--- src/rtl/bullet_ctrl.sv ---
// Single-bullet lifetime controller: spawn on fire, per-frame motion, retire on hit
// or screen exit, and sprite-ROM read-out with a registered pixel for the mixer.
module bullet_ctrl #(
  parameter int SCREEN_H = 480,
  parameter int SPRITE   = 6,
  parameter int SPEED    = 4,
  parameter int DIR      = 0
) (
  input  logic       clk,
  input  logic       rst_n,
  input  logic       frame_tick,
  input  logic       fire,
  input  logic [9:0] fire_x,
  input  logic [9:0] fire_y,
  output logic       fire_ack,
  input  logic       hit,
  input  logic [9:0] hcount,
  input  logic [9:0] vcount,
  output logic [2:0] rom_x,
  output logic [2:0] rom_y,
  output logic       rom_en,
  input  logic       rom_data,
  output logic       pixel,
  output logic       active,
  output logic [9:0] bullet_x,
  output logic [9:0] bullet_y
);

  localparam logic [10:0] L_SPRITE = 11'(SPRITE);
  localparam logic [10:0] L_SPEED  = 11'(SPEED);
  localparam logic [10:0] L_Y_MAX  = 11'(SCREEN_H - SPRITE);
  localparam logic [9:0]  L_STEP   = 10'(SPEED);

  typedef enum logic {IDLE, FLY} state_t;

  state_t      r_state, w_state_nxt;
  logic [9:0]  r_bullet_x, r_bullet_y;
  logic [9:0]  w_bullet_x_nxt, w_bullet_y_nxt;
  logic        r_fire_ack, w_fire_ack_nxt;
  logic        r_pixel;

  logic [10:0] w_y_down;
  logic [10:0] w_hc, w_vc, w_bx, w_by;
  logic        w_in_x, w_in_y, w_inside;
  logic [2:0]  w_dx, w_dy;

  // 11-bit views so the +SPEED / +SPRITE bounds never wrap at 1023
  assign w_hc     = {1'b0, hcount};
  assign w_vc     = {1'b0, vcount};
  assign w_bx     = {1'b0, r_bullet_x};
  assign w_by     = {1'b0, r_bullet_y};
  assign w_y_down = w_by + L_SPEED;

  assign w_in_x   = (w_hc >= w_bx) && (w_hc < w_bx + L_SPRITE);
  assign w_in_y   = (w_vc >= w_by) && (w_vc < w_by + L_SPRITE);
  assign w_inside = (r_state == FLY) && w_in_x && w_in_y;

  // Offset within the sprite is < 8, so only the low bits of the difference matter
  assign w_dx = hcount[2:0] - r_bullet_x[2:0];
  assign w_dy = vcount[2:0] - r_bullet_y[2:0];

  assign rom_en   = w_inside;
  assign rom_x    = w_inside ? w_dx : 3'd0;
  assign rom_y    = w_inside ? w_dy : 3'd0;
  assign pixel    = r_pixel;
  assign fire_ack = r_fire_ack;
  assign active   = (r_state == FLY);
  assign bullet_x = r_bullet_x;
  assign bullet_y = r_bullet_y;

  always_comb begin
    w_state_nxt    = r_state;
    w_bullet_x_nxt = r_bullet_x;
    w_bullet_y_nxt = r_bullet_y;
    w_fire_ack_nxt = 1'b0;
    case (r_state)
      IDLE: begin
        if (fire) begin
          w_bullet_x_nxt = fire_x;
          w_bullet_y_nxt = fire_y;
          w_fire_ack_nxt = 1'b1;
          w_state_nxt    = FLY;
        end
      end
      FLY: begin
        // A hit wins over motion and freezes the last position
        if (hit) begin
          w_state_nxt = IDLE;
        end else if (frame_tick) begin
          if (DIR == 0) begin
            if (w_by < L_SPEED) w_state_nxt = IDLE;
            else                w_bullet_y_nxt = r_bullet_y - L_STEP;
          end else begin
            if (w_y_down > L_Y_MAX) w_state_nxt = IDLE;
            else                    w_bullet_y_nxt = w_y_down[9:0];
          end
        end
      end
      default: w_state_nxt = IDLE;
    endcase
  end

  always_ff @(posedge clk or negedge rst_n) begin
    if (!rst_n) begin
      r_state    <= IDLE;
      r_bullet_x <= 10'd0;
      r_bullet_y <= 10'd0;
      r_fire_ack <= 1'b0;
      r_pixel    <= 1'b0;
    end else begin
      r_state    <= w_state_nxt;
      r_bullet_x <= w_bullet_x_nxt;
      r_bullet_y <= w_bullet_y_nxt;
      r_fire_ack <= w_fire_ack_nxt;
      r_pixel    <= w_inside & rom_data;
    end
  end

endmodule

--- config.mk ---
export PLATFORM = sky130hd
export DESIGN_NAME = bullet_ctrl
export DESIGN_NICKNAME = d
export VERILOG_FILES = /design/src/rtl/bullet_ctrl.sv
export SDC_FILE = /design/constraint.sdc
export NUM_CORES = 1
export LEC_CHECK = 0
export ABC_AREA = 1
export CAP_MARGIN = 25
export CORE_MARGIN = 2
export CORE_UTILIZATION = 45
export DETAILED_ROUTE_END_ITERATION = 8
export MAX_ROUTING_LAYER = met4
export PLACE_DENSITY = 0.81
export SLEW_MARGIN = 10
export SYNTH_ARGS = -nofsm -noshare
export SYNTH_HDL_FRONTEND = slang
export SYNTH_SLANG_ARGS = --single-unit
--- constraint.sdc ---
create_clock -name clk -period 3.85 [get_ports clk]
set_input_delay 0.77 -clock clk [delete_from_list [all_inputs] [get_ports clk]]
set_output_delay 0.77 -clock clk [all_outputs]
set_load 0.02 [all_outputs]
==> results by group, run 1 <==
Outcome
  – Status: finished clean

Synthesis
  – Cell taking the most area after synthesis: dfrtp_1
  – Ranking of synthesized cells by area: dfrtp_1, ha_1, nand2_1
  – Seq/Total Area, Yosys: 24.2%
  – Synth Area per Inst: 7.24 um2
  – Synth cell count leaders: nand2_1, ha_1, inv_1
  – Post-synth ARST share: 100%
  – Net Count, Synth: 420
  – Most instantiated library cell after synthesis: nand2_1
  – Yosys top cell area share: 24.2%
  – Number of synthesized flops with an enable pin: 0
  – Synth Instances: 329
  – Synthesized area: 2380 um2
  – Post-synthesis cell type count: 28
  – Synth Warn #: 0
  – Main synth FF type: dfrtp_1
  – #FFs+latches synth: 23

Clock network
  – Clock-pin slew on the worst setup and hold paths: 0.09 ns
  – Max clock buf depth: 2
  – Cts bufs inserted: 3
  – Htree depth: 1
  – CTS sink count: 23
  – Clk_lat worst skew: 0.27 ns
  – CTS tree: done
  – Clock root buffer master: clkbuf_8

Timing
  – RSZ-0062 raised after global routing: no
  – Hold Fails Final Rpt: 0
  – Worst Skew: 0.00243 ns
  – Worst slew pin tran: 0.622 ns
  – Final period util: 93.6%
  – Worst hold slack: 0.569 ns
  – Min Tclk post-route: between 3 and 4 ns
  – Headroom to the max-slew limit: between 50% and 60%
  – Slew Viols, Final: 0
  – F_max: 277 MHz
  – Final setup violation count: 0

Setup path
  – CP Class: register to output pin
  – Worst Path Arrival: 2.84 ns
  – Slowest stage cell, crit path: dfrtp_1
  – Crit-path leading delay family: simple AND/OR/NAND/NOR gates
  – Req. time, crit path: 3.08 ns
  – Largest stage delay, worst path: approximately 0.35 ns
  – Type of origin of the critical path: register
  – Register-to-register setup slack: roughly 1.4 ns
  – Crit path cell chain: inv_1 > ha_1 > nor3_2 > nand3_1 > nor3_2 > xor2_1 > ha_1 > nand3_1 > nand2_1 > nor2_2 > nand4_4 > nor3_4 > buf_4
  – Crit path capture type: output pin
  – CP Max Fanout: 8
  – CP Buf/Inv Count: 2

Placement
  – RePlAce Congestion: approximately 0.90
  – Port Buf Inserts: 75
  – Hpwl dp: approximately 5.4 mm

Drt
  – 1st-pass router iterations: 4
  – Initial DRC count: 99
  – Average wire per standard cell: 13.3 um
  – DR DRC count: 0
  – Final ANT Viol Nets: 0
  – Routed vias: 2492
  – Detailed Route WL: 6.56 mm
  – Routed vias/inst: 5.04

Global routing
  – Largest net degree at the start of global routing: 24
  – Initial antenna violation count: 0
  – Global-route wire length before repair: 10.9 mm
  – Vias in the first global route: 2412
  – GRT overflow: 0
  – Aggregate global-route resource usage: 23.0%

Final layout
  – Fin nets: between 500 and 600
  – Layout cells sized above 1: a little over an eighth
  – Fillers: 430
  – Diodes inserted: 0
  – Area added between synthesis and finish: 46.0%

Min path
  – Hold crit path type: register to register

Die
  – Core area: roughly 5100 um2
  – Initial Util: 46.6%
  – Die width: 76.8 um
  – Die area: ~5900 um2
  – Top-level I/O count: 76
  – Die height: 76.8 um
  – Core Rows: 26

Pwr
  – Leak Pwr: 1.70 nW
  – Design Power: 1.79 mW
  – P per Cell Area: 515 nW/um2
  – Maximum vdd ir drop: about 0.00020 V

Run
  – MaxCap Viol Count: 0
flip-flops by register name, indices dropped and copies added (netlist names):
register	count
active	1
pixel	1
bullet_x	10
fire_ack	1
bullet_y	10
worst reg2reg max path: cells and delay by family (launching register included):
kind / cells / cell delay, ns
DFF: 1 / 0.39
xor gates and xnor gates: 1 / 0.16
and+or+nand+nor: 9 / 1.03
AOI/OAI and AO/OA: 1 / 0.14
adders and majority gates: 2 / 0.43
buffers and inverters: 3 / 0.23
metrics by stage:
step | setup WS, ns | setup TNS, ns | area [um2] | cells | utilization, %
after floorplan | 0.347 | 0 | 2380 | 329 | -
after global placement | 0.0210 | 0 | 3360 | 490 | 65.7
after detailed placement | -0.0444 | -0.101 | 3360 | 490 | 65.7
after CTS | 0.000796 | 0 | 3400 | 494 | 66.5
after global routing | 0.0171 | 0 | 3480 | 494 | 68.1
final | 0.245 | 0 | 3480 | 494 | 68.1
final timing paths:
check,from,end,cells after the start
worst max-delay path,bullet_x[1],rom_x[2],13
worst min-delay path,bullet_y[0],bullet_y[0],2
worst max register to register,bullet_y[2],pixel,16
worst min register to register,bullet_y[0],bullet_y[0],2
max in group asynchronous,rst_n,bullet_y[0],2
min in group asynchronous,rst_n,bullet_y[7],2
power by group:
group	internal (mW)	switching (mW)
Combinational	0.535	0.689
Sequential	0.310	0.101
Clock	0.0724	0.0848
Total	0.918	0.875
cell type report:
cell class	count	area (um2)	area share (%)
clock buffers	3	41.3	1.19
flip-flops and latches	23	576	16.5
repair buffers	95	882	25.4
inverters	44	165	4.75
well taps	70	87.6	2.52
clock inverters	1	5.00	0.144
multi-input cells	258	1720	49.5
what timing repair did:
item	CTS	global route
resized for setup	11	49
endpoints found under the hold margin	0	0
endpoints found under the setup margin	7	7
hold buffers	0	0
pin swaps	0	6
setup buffers	0	0
placed cells by master (no fill, tap or decap), types with 2 or more instances in the layout:
cell type	n
nand2_1	78
o21a_1	2
inv_1	42
xnor2_1	2
inv_2	2
clkdlybuf4s50_1	68
nor3_2	8
fa_1	2
xor2_1	12
a21o_1	3
dfrtp_1	23
nand4_1	4
o22ai_1	2
nand2_2	3
clkbuf_8	3
nor3_1	4
a21oi_1	16
nor2_2	5
ha_1	42
o21ai_0	22
buf_4	24
nor3_4	3
nor2_1	26
nand3_1	14
metal layers:
metal / global-route usage, % / part of all wire [%] / wire length [um]
met5: - / 0 / 0
met4: 6.73 / 1.2 / 80
met1: 29.5 / 45 / 2960
met3: 2.12 / 4.4 / 286
met2: 38.7 / 49 / 3230
cells by family (layout without fill, tap and decap cells):
logic type / count (synthesis) / count (layout) / share of synthesized area (%)
AOI/OAI and AO/OA: 49 / 49 / 11.2
DFF: 23 / 23 / 24.2
and+or+nand+nor: 150 / 150 / 27.7
buffers and inverters: 48 / 143 / 7.56
xor gates and xnor gates: 14 / 14 / 5.15
adders and majority gates: 45 / 45 / 24.3
No activity file was read; power rests on OpenSTA's default activity.
==> run 2: changes to the inputs <==
CAP_MARGIN = 20   (was 25)
==> results of run 2 <==
The final DEF is identical to that of run 1; final timing and power are the same.
==> run 3: changes to the inputs <==
CELL_PAD_IN_SITES_DETAIL_PLACEMENT = 0   (was unset)
CELL_PAD_IN_SITES_GLOBAL_PLACEMENT = 1   (was unset)
CORE_UTILIZATION = 33   (was 45)
PLACE_DENSITY = 0.84   (was 0.81)
==> run 3 against run 2 <==
Largest cell class unchanged. Total power shrank 5.6%. Hold slack got worse by 0.038 ns. Sequential power hardly changed. Register-to-register slack better by 0.06 ns. Sequential share of layout area grew 0.47 points. Clock power hardly changed. Largest power group unchanged. Clock-buffer cell count unchanged. Die area increased by 34%.
==> results by group, run 3 (synthesis results as in run 1) <==
Setup path
  – CP Max Fanout: 8 (unchanged)
  – Critical path's most frequent cell: inv_1
  – CP Buf/Inv Count: 4 (was 2)
  – Crit path cell chain: inv_1 > ha_1 > nor3_1 > inv_1 > nor2_1 > inv_1 > o21ai_0 > o21ai_0 > ha_1 > a21oi_1 > nand3b_1 > nand2_1 > nor2_2 > nand3_4 > nor3_1 > buf_2 (was inv_1 > ha_1 > nor3_2 > nand3_1 > nor3_2 > xor2_1 > ha_1 > nand3_1 > nand2_1 > nor2_2 > nand4_4 > nor3_4 > buf_4)
  – CP Class: register to output pin (unchanged)
  – Worst Path Arrival: 2.79 ns (was 2.84 ns)
  – Largest stage delay, worst path: 0.35 ns (about the same)
  – Slowest stage cell, crit path: dfrtp_1 (unchanged)
  – Crit-path leading delay family: simple AND/OR/NAND/NOR gates (unchanged)
  – Crit path capture type: output pin (unchanged)
  – Req. time, crit path: 3.08 ns (about the same)
  – Type of origin of the critical path: register (unchanged)

Timing
  – Hold Fails Final Rpt: 0 (unchanged)
  – Final setup violation count: 0 (unchanged)
  – F_max: 281 MHz (was 277 MHz)
  – RSZ-0062 raised after global routing: yes (was no)
  – Headroom to the max-slew limit: 58.3% (was 58.5%)
  – Worst hold slack: 0.532 ns (was 0.569 ns)
  – Final period util: 92.5% (was 93.6%)
  – Worst slew pin tran: 0.625 ns (was 0.622 ns)
  – Slew Viols, Final: 0 (unchanged)
  – Worst Skew: 0.0123 ns (was 0.00243 ns)
  – Min Tclk post-route: 3.56 ns (was 3.61 ns)

Clock network
  – Clk_lat worst skew: 0.27 ns (about the same)
  – Htree depth: 1 (unchanged)
  – Clock-pin slew on the worst setup and hold paths: 0.10 ns (was 0.09 ns)
  – Hold_buf cts: 0 (unchanged)
  – Max clock buf depth: 2 (unchanged)
  – Clock root buffer master: clkbuf_8 (unchanged)
  – Cts bufs inserted: 3 (unchanged)
  – CTS sink count: 23 (unchanged)
  – CTS tree: done (unchanged)

Final layout
  – Final Cell Area: 3380 um2 (was 3480 um2)
  – Fin nets: 509 (was 516)
  – Area added between synthesis and finish: 42.0% (was 46.0%)
  – Final Util: 49.0% (was 68.1%)
  – Commonest non-fill, non-tap cells in the layout: nand2_1, clkdlybuf4s50_1, inv_1, ha_1, nor2_1 (unchanged)
  – Fillers: 736 (was 430)
  – Most common cell after layout, fill and taps aside: nand2_1 (unchanged)
  – Layout cells sized above 1: 9.35% (was 13.4%)
  – Diodes inserted: 0 (unchanged)

Pwr
  – Leak Pwr: 1.65 nW (was 1.70 nW)
  – Maximum vdd ir drop: 0.000182 V (was 0.000205 V)
  – P per Cell Area: 500 nW/um2 (was 515 nW/um2)

Drt
  – Routed vias/inst: 4.58 (was 5.04)
  – Average wire per standard cell: 12.3 um (was 13.3 um)
  – Routed vias: 2347 (was 2492)
  – Detailed Route WL: 6.31 mm (was 6.56 mm)
  – Final ANT Viol Nets: 0 (unchanged)
  – DR DRC count: 0 (unchanged)
  – Initial DRC count: 70 (was 99)
  – 1st-pass router iterations: 4 (unchanged)

Die
  – Die width: 89.0 um (was 76.8 um)
  – Initial Util: 34.5% (was 46.6%)
  – Core Rows: 30 (was 26)
  – Top-level I/O count: 76 (unchanged)
  – Die height: 89.0 um (was 76.8 um)
  – Die area: 7910 um2 (was 5890 um2)
  – Core area: 6910 um2 (was 5110 um2)

Run
  – MaxCap Viol Count: 0 (unchanged)

Global routing
  – GRT overflow: 0 (unchanged)
  – Vias in the first global route: 2248 (was 2412)
  – Largest net degree at the start of global routing: 24 (unchanged)
  – Global-route wire length before repair: 10.4 mm (was 10.9 mm)
  – Initial antenna violation count: 0 (unchanged)
  – Aggregate global-route resource usage: 17.2% (was 23.0%)

Min path
  – Hold crit path type: register to register (unchanged)

Placement
  – Placed cell area: 3340 um2 (was 3360 um2)
  – Hpwl dp: 5.31 mm (was 5.36 mm)
  – Port Buf Inserts: 75 (unchanged)
  – RePlAce Congestion: 0.844 (was 0.900)

Outcome
  – Status: finished clean (unchanged)
==> run 3: cell types whose count changed in the layout (fill, tap and decap cells not counted), sizes merged <==
cell / previous run / this run
buf: 26 / 17
clkbuf: 4 / 6
==> run 3: what timing repair did <==
item	CTS	global route
gates resized for setup	7	30
endpoints found under the setup margin	7	7
buffers inserted	0	0
==> run 3: where the power goes <==
group	total (mW)	switching, mW	internal (mW)	leakage (nW)
clock network	0.158	0.0855	0.0724	0.0255
registers	0.408	0.0978	0.310	0.282
logic	1.13	0.631	0.496	1.34
==> run 3: path summary, 6_finish.rpt <==
check,startpoint,to,slack (ns),cells after the start
hold / removal,bullet_x[0],bullet_x[0],0.53,2
setup / recovery,bullet_y[2],rom_y[2],0.29,16
max in group asynchronous,rst_n,bullet_y[5],2.71,2
hold reg to reg,bullet_x[0],bullet_x[0],0.53,2
min in group asynchronous,rst_n,bullet_y[0],0.87,2
setup reg to reg,bullet_x[2],pixel,1.45,12
==> run 3: layout make-up <==
class	instances	area [um2]	area share, %
timing repair buffer	88	813	24.0
tap	96	120	3.55
clock buffer	3	41.3	1.22
inverter	44	165	4.88
sequential	23	576	17.0
multi-input combinational	258	1660	49.1
clock inverter	1	5.00	0.148
==> run 3: through the flow <==
step	instances	total power, mW	setup TNS [ns]	worst slack [ns]
final	513	1.69	0	0.287
after global routing	513	1.89	-0.0749	-0.0223
after CTS	513	1.70	0	0.0358
after detailed placement	509	1.53	0	0.00119
after global placement	509	1.52	0	0.0157
after floorplan	329	1.10	0	0.347
==> run 3: worst min-delay path, delay by kind of cell (launching register included) <==
family           cells  cell delay [ns]
flip-flops           1             0.39
AND/OR/NAND/NOR      2             0.11
==> run 3: per-layer routing <==
layer | routed length (um) | global-route usage, % | vias to the layer above
li1 | - | - | 1259
met1 | 3280 | 25.5 | 1028
met2 | 2650 | 25.4 | 56
met3 | 310 | 1.57 | 4
met4 | 70 | 3.93 | 0
met5 | 0 | - | -
